--- src/rtl/tube_pkg.sv ---
// Shared constants, state encoding and index helpers for the tube display scheduler.
package tube_pkg;

    localparam int NREQ  = 3;
    localparam int DIN_W = 32;

    typedef enum logic {
        IDLE,
        SHOW
    } state_t;

    // (a + b) mod NREQ for indices already in range.
    function automatic logic [1:0] wrap_add(input logic [1:0] a, input logic [1:0] b);
        logic [2:0] s;
        s = {1'b0, a} + {1'b0, b};
        if (s >= 3'd3) begin
            s = s - 3'd3;
        end
        return s[1:0];
    endfunction

    function automatic logic [NREQ-1:0] idx_onehot(input logic [1:0] idx);
        logic [NREQ-1:0] oh;
        case (idx)
            2'd0:    oh = 3'b001;
            2'd1:    oh = 3'b010;
            2'd2:    oh = 3'b100;
            default: oh = 3'b000;
        endcase
        return oh;
    endfunction

endpackage

--- src/rtl/tube_rr_pick.sv ---
// Round-robin search: first set request bit starting at ptr, wrapping 2->0.
module tube_rr_pick
    import tube_pkg::*;
(
    input  logic [NREQ-1:0] req,
    input  logic [1:0]      ptr,
    output logic            valid,
    output logic [1:0]      winner
);

    logic [1:0] cand;

    // Walk from the farthest candidate back to ptr so the closest one wins.
    always_comb begin
        valid  = 1'b0;
        winner = 2'd0;
        cand   = 2'd0;
        for (int i = NREQ - 1; i >= 0; i--) begin
            cand = wrap_add(ptr, i[1:0]);
            if (req[cand]) begin
                valid  = 1'b1;
                winner = cand;
            end
        end
    end

endmodule

--- src/rtl/tube_disp_sched.sv ---
// Three-requester display scheduler: round-robin grant, fixed dwell, latched display word.
// Optional feature: define TUBE_SCHED_PREEMPT_EN to let a rising req[0] preempt requesters 1/2.
module tube_disp_sched
    import tube_pkg::*;
#(
    parameter logic [31:0] DWELL_CYC = 32'd50_000_000
) (
    input  logic             clk,
    input  logic             rst,
    input  logic [2:0]       req,
    input  logic [31:0]      data0,
    input  logic [31:0]      data1,
    input  logic [31:0]      data2,
    output logic [2:0]       gnt,
    output logic [2:0]       done,
    output logic [31:0]      dout,
    output logic             busy
);

    localparam logic [31:0] LAST_CNT = DWELL_CYC - 32'd1;

    state_t           state_q, state_d;
    logic [31:0]      cnt_q, cnt_d;
    logic [1:0]       ptr_q, ptr_d;
    logic [1:0]       win_q, win_d;
    logic [DIN_W-1:0] dout_q, dout_d;
    logic [NREQ-1:0]  done_q, done_d;

    logic             pick_valid;
    logic [1:0]       pick_idx;
    logic [DIN_W-1:0] pick_data;
    logic             preempt;
    logic             keep_ptr;

    tube_rr_pick u_pick (
        .req    (req),
        .ptr    (ptr_q),
        .valid  (pick_valid),
        .winner (pick_idx)
    );

    always_comb begin
        case (pick_idx)
            2'd1:    pick_data = data1;
            2'd2:    pick_data = data2;
            default: pick_data = data0;
        endcase
    end

`ifdef TUBE_SCHED_PREEMPT_EN
    logic req0_q, req0_d;
    logic hold_q, hold_d;

    assign req0_d   = req[0];
    assign preempt  = (state_q == SHOW) && (win_q != 2'd0) && req[0] && !req0_q;
    assign keep_ptr = hold_q;

    // hold_q remembers that ptr was parked on a preempted requester, so
    // requester 0's completion must not advance it.
    always_comb begin
        hold_d = hold_q;
        if (preempt) begin
            hold_d = 1'b1;
        end else if ((state_q == SHOW) && (cnt_q == LAST_CNT)) begin
            hold_d = 1'b0;
        end
    end

    always_ff @(posedge clk or posedge rst) begin
        if (rst) begin
            req0_q <= 1'b0;
            hold_q <= 1'b0;
        end else begin
            req0_q <= req0_d;
            hold_q <= hold_d;
        end
    end
`else
    assign preempt  = 1'b0;
    assign keep_ptr = 1'b0;
`endif

    always_comb begin
        state_d = state_q;
        cnt_d   = cnt_q;
        ptr_d   = ptr_q;
        win_d   = win_q;
        dout_d  = dout_q;
        done_d  = '0;
        case (state_q)
            IDLE: begin
                if (pick_valid) begin
                    state_d = SHOW;
                    win_d   = pick_idx;
                    dout_d  = pick_data;
                    cnt_d   = 32'd0;
                end
            end
            SHOW: begin
                if (preempt) begin
                    win_d  = 2'd0;
                    dout_d = data0;
                    cnt_d  = 32'd0;
                    ptr_d  = win_q;
                end else if (cnt_q == LAST_CNT) begin
                    state_d = IDLE;
                    cnt_d   = 32'd0;
                    done_d  = idx_onehot(win_q);
                    ptr_d   = keep_ptr ? ptr_q : wrap_add(win_q, 2'd1);
                end else begin
                    cnt_d = cnt_q + 32'd1;
                end
            end
            default: state_d = IDLE;
        endcase
    end

    always_ff @(posedge clk or posedge rst) begin
        if (rst) begin
            state_q <= IDLE;
            cnt_q   <= 32'd0;
            ptr_q   <= 2'd0;
            win_q   <= 2'd0;
            dout_q  <= '0;
            done_q  <= '0;
        end else begin
            state_q <= state_d;
            cnt_q   <= cnt_d;
            ptr_q   <= ptr_d;
            win_q   <= win_d;
            dout_q  <= dout_d;
            done_q  <= done_d;
        end
    end

    assign gnt  = (state_q == SHOW) ? idx_onehot(win_q) : 3'b000;
    assign busy = |gnt;
    assign done = done_q;
    assign dout = dout_q;

endmodule

--- config.mk ---
export PLATFORM = sky130hd
export DESIGN_NAME = tube_disp_sched
export DESIGN_NICKNAME = d
export VERILOG_FILES = /design/src/rtl/tube_pkg.sv /design/src/rtl/tube_rr_pick.sv /design/src/rtl/tube_disp_sched.sv
export SDC_FILE = /design/constraint.sdc
export NUM_CORES = 1
export LEC_CHECK = 0
export BUFFER_PORTS_ARGS = -buffer_cell sky130_fd_sc_hd__buf_4
export CELL_PAD_IN_SITES_DETAIL_PLACEMENT = 1
export CELL_PAD_IN_SITES_GLOBAL_PLACEMENT = 1
export CORE_AREA = 8 8 115 117
export DETAILED_ROUTE_END_ITERATION = 12
export DIE_AREA = 0 0 123 125
export PLACE_DENSITY_LB_ADDON = 0.25
export SYNTH_ARGS = -nofsm -noshare
export SYNTH_HDL_FRONTEND = slang
export SYNTH_SLANG_ARGS = --single-unit
--- constraint.sdc ---
create_clock -name clk -period 2.9 [get_ports clk]
set_input_delay 0.29 -clock clk [delete_from_list [all_inputs] [get_ports clk]]
set_output_delay 0.29 -clock clk [all_outputs]
set_load 0.01 [all_outputs]
==> After elaboration in Yosys (flattened, before gate mapping) <==
Index checks and enable logic that the tools add are counted.
{ "word_totals": {"register_bits": 72, "in_bits": 101, "wordCells": 63} }
{ "classes": {"addsub": 8, "order_cmp": 7, "eq_ne": 6, "n_mux": 31, "bitwise": 1, "reduce_logical": 4} }
{ "ops": {"columns": ["cell", "count"], "rows": [
  ["2-to-1 mux 32 bit", 4],
  ["case mux 32 bit (2 select lines)", 2],
  ["adder 32 x 1 -> 32 bit (second input constant)", 1],
  ["equality test 32 x 26 -> 1 bit (second input constant)", 1],
  ["2-to-1 mux 2 bit", 9],
  [">= comparator 3 x 2 -> 1 bit (second input constant)", 3],
  ["less-than comparator 2 x 3 -> 1 bit (second input constant)", 3],
  ["2-to-1 mux 3 bit", 3],
  ["case mux 3 bit (3 select lines)", 1],
  ["2-to-1 mux 1 bit", 8],
  ["subtractor 2 bit (second input constant)", 4],
  ["adder 2 x 1 -> 3 bit (second input constant)", 2],
  ["binary-select mux 1 bit (select 2 bit)", 3],
  ["equality test 2 x 1 -> 1 bit (second input constant)", 2],
  ["equality test 2 bit (second input constant)", 2],
  ["AND reduction 2 bit", 2],
  ["adder 2 x 2 -> 3 bit (second input constant)", 1],
  ["OR reduction 3 bit", 1],
  [">= comparator 2 bit (second input constant)", 1],
  ["logical NOT 2 bit", 1],
  ["inequality test 2 bit (second input constant)", 1],
  ["case mux 1 bit (2 select lines)", 1],
  ["inverter 1 bit", 1]
]} }

==> Logic depth before layout (Yosys ltp) <==
Gate-level depths: netlist of the first run.
{ "depth": {"word_depth": 12, "depth_mapped": 14, "depth_no_buf": 11} }

==> Hierarchy <==
A second synthesis of the first run with hierarchy kept.
{ "unflattened": {"hier_cells": 496, "area_unflattened_um2": 4279.1} }
{ "modules_own_cells": {"columns": ["mod", "instances", "cells_per_inst", "area_per_inst_um2"], "rows": [
  ["tube_disp_sched", 1, 469, 4087.7],
  ["tube_rr_pick", 1, 27, 191.4]
]} }

==> Worst setup path after synthesis of the first run <==
No wires, ideal clock.
{ "synth_timing": {"path_kind": "register to register", "startpoint": "register ptr_q[0]", "endpoint": "register dout_q[29], in the netlist dout[29]", "setup_ps": 125, "t_arrival_ps": 2373, "required_ps": 2775, "path_slack_ps": 402, "path_stages_with_launch": 13, "path_buffers": 2, "period_less_slack_ps": 2498, "cell_sequence": "dfrtp_1 inv_1 ha_1 a21oi_1 nand2_1 o21ai_0 o211a_1 inv_1 ha_1 clkbuf_1 clkbuf_1 o21ai_0 mux2_2"} }
{ "synth_via": {"elab_chain_len": 12, "elab_cells_between_ends": 30} }
{ "synth_rtl": {"columns": ["element", "line", "rtl"], "rows": [
  ["start, declared", "tube_disp_sched.sv:24", "logic [1:0] ptr_q, ptr_d;"],
  ["start signal, assigned", "tube_disp_sched.sv:129", "ptr_q <= ptr_d;"],
  ["adder 2 x 2 -> 3 bit", "tube_pkg.sv:15", "s = {1'b0, a} + {1'b0, b};"],
  [">= comparator 3 x 2 -> 1 bit or subtractor 2 bit (tied branches)", "tube_pkg.sv:16, tube_pkg.sv:17", null],
  ["2-to-1 mux 2 bit", "tube_pkg.sv:16", "if (s >= 3'd3) begin"],
  ["binary-select mux 1 bit (select 2 bit)", "tube_rr_pick.sv:20", "if (req[cand]) begin"],
  ["2-to-1 mux 1 bit (implied by the code)", "tube_rr_pick.sv:20", null],
  ["2-to-1 mux 2 bit (2 in a row)", "tube_rr_pick.sv:20", null],
  ["2-to-1 mux 2 bit *", "tube_rr_pick.sv:20", null],
  ["via pick_idx[0]", "tube_disp_sched.sv:30", "logic [1:0] pick_idx;"],
  ["equality test 2 bit or equality test 2 x 1 -> 1 bit (tied branches)", "tube_disp_sched.sv:43", "case (pick_idx)"],
  ["case mux 32 bit (2 select lines) *", "tube_disp_sched.sv:43", null],
  ["2-to-1 mux 32 bit *", "tube_disp_sched.sv:92", "if (pick_valid) begin"],
  ["2-to-1 mux 32 bit *", "tube_disp_sched.sv:90", "case (state_q)"],
  ["end signal, assigned", "tube_disp_sched.sv:131", "dout_q <= dout_d;"],
  ["end, declared", "tube_disp_sched.sv:26", "logic [DIN_W-1:0] dout_q, dout_d;"]
]} }
Mark *: on every way through the listed nets, which the timed path passes. The rest lies on a longest branch. The select of a mux whose other input is x is not followed.
A chain may end at the register's enable or synchronous reset.

==> Worst setup path in the final report of the first run <==
{ "layout_timing": {"startpoint": "register ptr_q[0]", "endpoint": "register dout_q[28], in the netlist dout[28]"} }
The elaborated chain is that of the path after synthesis.

==> flow_metrics.env, run 1 <==
export IMPL_all_layer_global_routing_usage=0.182
export IMPL_place_port_buffers=139
export IMPL_critical_path_buf_inv_count=3
export IMPL_timing_critical_path_arrival_ns=2.83
export IMPL_design_core_area_um2=11600
export IMPL_max_clock_path_buffers=2
export IMPL_clock_fmax_mhz=383
export IMPL_timing_max_transition_violations_final=0
export IMPL_crit_reg2reg_capture="dout[28]$_DFFE_PP0P_"
export IMPL_setup_tns_final_ns=0
export IMPL_power_switching_fraction=0.283
export IMPL_post_synthesis_instance_area_um2=4230
export IMPL_status="completed"
export IMPL_die_width_um=123
export IMPL_path_cells="inv_1, ha_1, a21oi_1, nand2_1, o21ai_0, o211a_1, inv_1, ha_1, buf_4, a22oi_1, o21ai_0, mux2_2"
export IMPL_ant_nets=0
export IMPL_final_critical_path_setup_slack_ns=0.289
export IMPL_synth_seq_area_share=0.426
export IMPL_cts_htree_levels=3
export IMPL_worst_setup_path_end_kind="flop"
export IMPL_cts_tree="yes"
export IMPL_tightestPinTransition_ns=0.698
export IMPL_synth_yosys_warnings=0
export IMPL_num_antenna_cells=0
export IMPL_io_pins=140
export IMPL_mostFrequentLayoutCell="sky130_fd_sc_hd__buf_4"
export IMPL_setup_worst_path_class="reg2reg"
export IMPL_postSynth_asyncResetShare=1.00
export IMPL_timing_critical_path_slowest_cell_delay_ns=0.39
export IMPL_timing_reg2reg_worst_path_depth=12
export IMPL_routed_wire_length_per_instance_um=19.0
export IMPL_clock_skew_final_ns=0.00704
export IMPL_synth_edff_count=0
export IMPL_worstPathRequired_ns=3.12
export IMPL_seq_power_share=0.431
export IMPL_switchingPower_uw=849
export IMPL_timing_max_cap_violations=0
export IMPL_grt_max_degree=65
export IMPL_share_of_post_route_cells_with_drive_strength_above_1=0.354
export IMPL_final_period_minus_worst_setup_slack_ns=2.61
export IMPL_peakVddDrop_uv=263
export IMPL_rows=40
export IMPL_final_cell_mix="sky130_fd_sc_hd__buf_4 (148), sky130_fd_sc_hd__dfrtp_1 (72), sky130_fd_sc_hd__nand2_1 (61)"
export IMPL_total_leakage_power_uw=0.00265
export IMPL_cts_post_setup_buffers_inserted=0
export IMPL_dr_first_iter_drc_count=215
export IMPL_regToRegStartpoint="ptr_q[0]$_DFFE_PP0P_"
export IMPL_clkLatencyLatePin_ns=0.34
export IMPL_worst_setup_path_startpoint="ptr_q[0]$_DFFE_PP0P_"
export IMPL_cts_hold_buffers_added=0
export IMPL_gr_total_overflow=0
export IMPL_powerDensity_nw_per_um2=523
export IMPL_grt_pass1_vias=4297
export IMPL_ctsRootBufferMaster="sky130_fd_sc_hd__clkbuf_16"
export IMPL_max_slew_margin=0.534
export IMPL_slowest_stage="sky130_fd_sc_hd__ha_1"
export IMPL_timing_critical_path_depth=12
export IMPL_wire_length_of_the_first_global_routing_pass_um=22500
export IMPL_ys_ff_latch=72
export IMPL_worstSetupStartpointType="flop"
export IMPL_critical_path_top_delay_family="compound AO/OA/AOI/OAI gates"
export IMPL_chipHeight_um=125
export IMPL_reg2reg_setup_slack_ns=0.29
export IMPL_post_cts_resized_instances=0
export IMPL_drc_viols=0
export IMPL_cts_clk_slew_worst_paths_ns=0.06
export IMPL_floorplan_initialDensity=0.364
export IMPL_num_nets_final=692
export IMPL_critical_path_endpoint="dout[28]$_DFFE_PP0P_"
export IMPL_timing_hold_violations_final=0
export IMPL_power_internal_uw=2150
export IMPL_cts_buffers=9
export IMPL_grt_antenna_before_repair=0
export IMPL_gp_congestion=0.781
export IMPL_ys_flop_type="sky130_fd_sc_hd__dfrtp_1"
export IMPL_timing_final_crit_share=0.900
export IMPL_syn2layout_area_growth_pct=35.4
export IMPL_detailedRoute_firstPassIterationCount=4
export IMPL_finalSetupViolations=0
export IMPL_routed_via_count=4025
export IMPL_avgViaCountPerCell=5.51
export IMPL_syn_inst=450
export IMPL_postRouteWirelength_um=13900
export IMPL_path_max_fanout=32
export IMPL_pre_cts_ws_ns=0.303
export IMPL_share_clk_of_total_power=0.373
export IMPL_p_comb_frac=0.196
export IMPL_hold_path_class="in2async"
export IMPL_grt_setup_unrepaired="no"
export IMPL_postSynthNetCount=561
export IMPL_detailedPlacementHpwl_um=10100
export IMPL_yosys_cell_types_count=49
export IMPL_syn_mean_instance_area_um2=9.40
export IMPL_die_ar_um2=15400
export IMPL_clock_sinks=72
==> worst register-to-register path: stages, from the launching register on <==
cell and delay, ns:
sky130_fd_sc_hd__dfrtp_1 0.36, sky130_fd_sc_hd__inv_1 0.08, sky130_fd_sc_hd__ha_1 0.40, sky130_fd_sc_hd__a21oi_1 0.16
sky130_fd_sc_hd__nand2_1 0.06, sky130_fd_sc_hd__o21ai_0 0.08, sky130_fd_sc_hd__o211a_1 0.21, sky130_fd_sc_hd__inv_1 0.06
sky130_fd_sc_hd__ha_1 0.20, sky130_fd_sc_hd__buf_4 0.25, sky130_fd_sc_hd__a22oi_1 0.27, sky130_fd_sc_hd__o21ai_0 0.11
sky130_fd_sc_hd__mux2_2 0.27
==> final cells by class <==
class | instances | area (um2)
timing repair buffer | 151 | 1170
multi-input combinational | 332 | 2220
tap | 147 | 184
inverter | 15 | 56.3
fill | 1347 | 5880
clock inverter | 3 | 42.5
clock buffer | 11 | 253
sequential | 72 | 1800
==> per-layer routing <==
layer,vias up,global-route usage,part of all wire
li1,1924,-,-
met1,2002,0.209,0.41
met2,86,0.328,0.53
met3,13,0.0387,0.049
met4,0,0.0553,0.014
met5,-,0,0
==> per-stage QoR <==
step           cell area (um2)  hold WS, ns   util  total power (uW)  cells
6_report                  5730       0.0706  0.493              3000    731
5_1_grt                   5730        0.125  0.493              3150    731
4_1_cts                   5730       0.0968  0.493              3030    731
3_5_place_dp              5430        0.453  0.468              1900    717
3_3_place_gp              5430        0.439  0.468              1860    717
2_1_floorplan             4230        0.443      -              1580    450
==> synth_stat cells (4+ instances only) <==
cell type	number	area, um2
sky130_fd_sc_hd__ha_1	10	125
sky130_fd_sc_hd__nor2_1	7	26.3
sky130_fd_sc_hd__a21oi_1	14	70.1
sky130_fd_sc_hd__clkbuf_1	17	63.8
sky130_fd_sc_hd__buf_2	8	40.0
sky130_fd_sc_hd__a31oi_1	22	138
sky130_fd_sc_hd__a22oi_1	32	240
sky130_fd_sc_hd__nand3_1	18	90.1
sky130_fd_sc_hd__and2_1	5	31.3
sky130_fd_sc_hd__mux2_2	33	372
sky130_fd_sc_hd__xnor2_1	5	43.8
sky130_fd_sc_hd__o21ai_0	49	245
sky130_fd_sc_hd__a22o_1	9	78.8
sky130_fd_sc_hd__mux2i_1	4	40.0
sky130_fd_sc_hd__and4_1	5	43.8
sky130_fd_sc_hd__nand4_1	10	62.6
sky130_fd_sc_hd__dfrtp_1	72	1800
sky130_fd_sc_hd__and3_1	10	62.6
sky130_fd_sc_hd__nand2_1	61	229
sky130_fd_sc_hd__buf_4	5	37.5
sky130_fd_sc_hd__nor4_1	5	31.3
sky130_fd_sc_hd__inv_1	15	56.3
==> power groups by stage <==
stage / combinational [uW] / clock, uW / sequential [uW]
2_1_floorplan: 293 / 0 / 1290
3_3_place_gp: 573 / 0 / 1290
3_5_place_dp: 600 / 0 / 1300
4_1_cts: 600 / 1140 / 1290
5_1_grt: 658 / 1170 / 1320
6_report: 589 / 1120 / 1290
==> registers in the layout, summed over array words and instances, names as in the netlist <==
register / flops
state_q: 1
win_q: 2
dout: 32
cnt_q: 32
ptr_q: 2
done: 3
==> worst min path at each step <==
stage	end	cells after the start	slack, ns
after detailed placement	ptr_q[1]$_DFFE_PP0P_	2	0.45
final	done[1]$_DFF_PP0_	2	0.07
after floorplan	cnt_q[22]$_DFFE_PP0P_	1	0.44
after global placement	ptr_q[0]$_DFFE_PP0P_	2	0.44
after CTS	ptr_q[1]$_DFFE_PP0P_	2	0.1
after global routing	win_q[1]$_DFFE_PP0P_	2	0.13
==> cell families (layout without fill, tap and decap cells) <==
logic type	count (synthesis)	count (layout)	share of synthesized area
compound gates	140	140	0.213
simple gates	136	136	0.165
flops	72	72	0.426
buf+inv	46	180	0.0494
mux	39	39	0.103
fa+ha+maj	10	10	0.0296
xor+xnor	7	7	0.0145
No activity file was read; power rests on OpenSTA's default activity.
==> run 2: changes to the inputs <==
- ABC_AREA: not set -> 1
- CORE_AREA: 8 8 115 117 -> 8 8 122 124
- DIE_AREA: 0 0 123 125 -> 0 0 130 132
==> flow_metrics.env, run 2 <==
export IMPL_ys_ff_latch=72
export IMPL_synth_simple_gate_area_share=0.321
export IMPL_max_slew_margin=0.504
export IMPL_timing_max_transition_violations_final=0
export IMPL_chipHeight_um=132
export IMPL_stdcell_count=953
export IMPL_rows=42
export IMPL_cts_buffers=9
export IMPL_path_max_fanout=24
export IMPL_num_nets_final=883
export IMPL_setup_worst_path_class="reg2reg"
export IMPL_place_inst=937
export IMPL_clkLatencyLatePin_ns=0.34
export IMPL_timing_critical_path_arrival_ns=2.81
export IMPL_routed_via_count=4713
export IMPL_final_period_minus_worst_setup_slack_ns=2.60
export IMPL_wire_length_of_the_first_global_routing_pass_um=26400
export IMPL_yosys_cell_types_count=31
export IMPL_syn2layout_area_growth_pct=34.0
export IMPL_detailedPlacementHpwl_um=12600
export IMPL_mostFrequentLayoutCell="sky130_fd_sc_hd__nand2_1"
export IMPL_syn_mean_instance_area_um2=7.32
export IMPL_nFillCells=1654
export IMPL_synthDominantAreaCellType="sky130_fd_sc_hd__dfrtp_1"
export IMPL_io_pins=140
export IMPL_ys_flop_type="sky130_fd_sc_hd__dfrtp_1"
export IMPL_synth_yosys_warnings=0
export IMPL_gr_total_overflow=0
export IMPL_regToRegStartpoint="ptr_q[0]$_DFFE_PP0P_"
export IMPL_timing_final_crit_share=0.895
export IMPL_share_of_post_route_cells_with_drive_strength_above_1=0.243
export IMPL_design_core_area_um2=13000
export IMPL_reg2reg_setup_slack_ns=0.30
export IMPL_crit_reg2reg_capture="dout[17]$_DFFE_PP0P_"
export IMPL_final_cell_mix="sky130_fd_sc_hd__nand2_1 (226), sky130_fd_sc_hd__buf_4 (143), sky130_fd_sc_hd__dfrtp_1 (72)"
export IMPL_postSynthNetCount=749
export IMPL_post_cts_resized_instances=0
export IMPL_multiInputGateArea_um2=2540
export IMPL_ant_nets=0
export IMPL_postSynth_asyncResetShare=1.00
export IMPL_postRouteWirelength_um=16000
export IMPL_synth_edff_count=0
export IMPL_gr_usage_met2=0.330
export IMPL_synth_fa_ha_area_frac=0.0268
export IMPL_syn_inst=638
export IMPL_place_port_buffers=139
export IMPL_grt_max_degree=69
export IMPL_grt_antenna_before_repair=0
export IMPL_max_clock_path_buffers=2
export IMPL_grt_busiest_layer="met2"
export IMPL_worst_setup_path_end_kind="flop"
export IMPL_dr_first_iter_drc_count=178
export IMPL_synth_commonest_cells="sky130_fd_sc_hd__nand2_1 (226), sky130_fd_sc_hd__dfrtp_1 (72), sky130_fd_sc_hd__nor2_1 (67)"
export IMPL_xor_xnor_share_of_the_synthesized_area=0.0150
export IMPL_grt_pass1_vias=5275
export IMPL_total_leakage_power_uw=0.00325
export IMPL_setup_tns_final_ns=0
export IMPL_clock_sinks=72
export IMPL_routed_wire_length_per_instance_um=16.8
export IMPL_hold_path_class="in2async"
export IMPL_global_route_usage_met1=0.218
export IMPL_timing_max_cap_violations=0
export IMPL_gp_congestion=0.801
export IMPL_fin_hold_ws_ns=0.0796
export IMPL_post_synthesis_instance_area_um2=4670
export IMPL_floorplan_initialDensity=0.360
export IMPL_die_ar_um2=17200
export IMPL_grt_met3_usage=0.0736
export IMPL_cts_post_setup_buffers_inserted=0
export IMPL_powerDensity_nw_per_um2=409
export IMPL_clock_skew_final_ns=0.00557
export IMPL_cts_hold_buffers_added=0
export IMPL_synthMostInstantiatedCell="sky130_fd_sc_hd__nand2_1"
export IMPL_timing_reg2reg_worst_path_depth=12
export IMPL_grt_setup_unrepaired="no"
export IMPL_avgViaCountPerCell=4.95
export IMPL_peakVddDrop_uv=302
export IMPL_cts_tree="yes"
export IMPL_cts_clk_slew_worst_paths_ns=0.06
export IMPL_status="completed"
export IMPL_detailedRoute_firstPassIterationCount=4
export IMPL_drc_viols=0
export IMPL_worstSetupStartpointType="flop"
export IMPL_cts_htree_levels=3
export IMPL_synth_area_leaders="sky130_fd_sc_hd__dfrtp_1 (39%), sky130_fd_sc_hd__nand2_1 (18%), sky130_fd_sc_hd__mux2i_1 (6.9%)"
export IMPL_synth_seq_area_share=0.386
export IMPL_clock_fmax_mhz=385
export IMPL_tightestPinTransition_ns=0.743
export IMPL_worstPathRequired_ns=3.11
export IMPL_synth_area_mux_share=0.0685
export IMPL_synth_top_family_by_area="simple AND/OR/NAND/NOR gates"
export IMPL_totalPowerFinal_uw=2560
export IMPL_register_area_um2=1800
export IMPL_all_layer_global_routing_usage=0.196
export IMPL_timing_hold_violations_final=0
export IMPL_synth_top_area_share=0.386
export IMPL_die_width_um=130
export IMPL_num_antenna_cells=0
export IMPL_synth_compound_gate_area_share=0.109
export IMPL_ctsRootBufferMaster="sky130_fd_sc_hd__clkbuf_16"
export IMPL_finalSetupViolations=0
## run 2: changes by cell type after synthesis, moves of 14 or more
cell,previous run,this run
sky130_fd_sc_hd__a21oi_1,14,0
sky130_fd_sc_hd__a22oi_1,32,0
sky130_fd_sc_hd__a22o_1,9,32
sky130_fd_sc_hd__nand2_1,61,226
sky130_fd_sc_hd__o21ai_0,49,17
sky130_fd_sc_hd__a31oi_1,22,0
sky130_fd_sc_hd__nand3_1,18,46
sky130_fd_sc_hd__o21ai_1,0,20
sky130_fd_sc_hd__nor2_1,7,67
sky130_fd_sc_hd__inv_1,15,52
sky130_fd_sc_hd__mux2i_1,4,32
sky130_fd_sc_hd__mux2_2,33,0
## run 2: area by class of cell
type / count / area share
multi-input combinational: 487 / 0.405
sequential: 72 / 0.288
timing repair buffer: 147 / 0.184
clock buffer: 9 / 0.0360
tap: 176 / 0.0352
inverter: 55 / 0.0330
clock inverter: 7 / 0.0192
## run 2: logic make-up after synthesis
kind of cell | Yosys count
adder cells (fa/ha/maj) | 10
multiplexers | 32
XOR/XNOR | 8
buffers and inverters | 79
flip-flops | 72
AND/OR/NAND/NOR | 363
AO/OA/AOI/OAI | 74
## run 2: worst max path at each step
stage | cells past startpoint | slack (ns) | start | to
detailed placement | 14 | 0.26 | ptr_q[0]$_DFFE_PP0P_ | dout[9]$_DFFE_PP0P_
CTS | 12 | 0.17 | ptr_q[0]$_DFFE_PP0P_ | dout[17]$_DFFE_PP0P_
finish | 12 | 0.30 | ptr_q[0]$_DFFE_PP0P_ | dout[17]$_DFFE_PP0P_
global route | 14 | 0.11 | ptr_q[0]$_DFFE_PP0P_ | dout[17]$_DFFE_PP0P_
floorplan | 15 | 0.54 | ptr_q[0]$_DFFE_PP0P_ | dout[14]$_DFFE_PP0P_
global placement | 14 | 0.44 | ptr_q[0]$_DFFE_PP0P_ | dout[19]$_DFFE_PP0P_
## run 2: per-layer routing
layer | part of all wire | vias to the layer above
li1 | - | 2325
met5 | 0 | -
met2 | 0.49 | 119
met3 | 0.074 | 16
met4 | 0.019 | 0
met1 | 0.42 | 2253
## run 2: critical path, cell delays in order (launching register included)
cell                      delay, ns
sky130_fd_sc_hd__dfrtp_1       0.37
sky130_fd_sc_hd__inv_1         0.07
sky130_fd_sc_hd__ha_1          0.35
sky130_fd_sc_hd__inv_2         0.11
sky130_fd_sc_hd__nand3_1       0.13
sky130_fd_sc_hd__nand3_1       0.14
sky130_fd_sc_hd__nand3_1       0.11
sky130_fd_sc_hd__nand2_1       0.14
sky130_fd_sc_hd__inv_1         0.09
sky130_fd_sc_hd__ha_4          0.37
sky130_fd_sc_hd__buf_12        0.22
sky130_fd_sc_hd__mux2i_1       0.23
sky130_fd_sc_hd__o21ai_0       0.12
## run 2: metrics by stage
stage	cell area, um2	utilization	setup slack [ns]
after floorplan	4670	-	0.542
after global placement	5910	0.455	0.439
after detailed placement	5910	0.455	0.255
after CTS	6250	0.482	0.171
after global routing	6260	0.483	0.111
final	6260	0.483	0.304
## run 2: power breakdown
group          internal [uW]  switching, uW
Combinational            149            110
Clock                    841            457
Sequential              1000              0
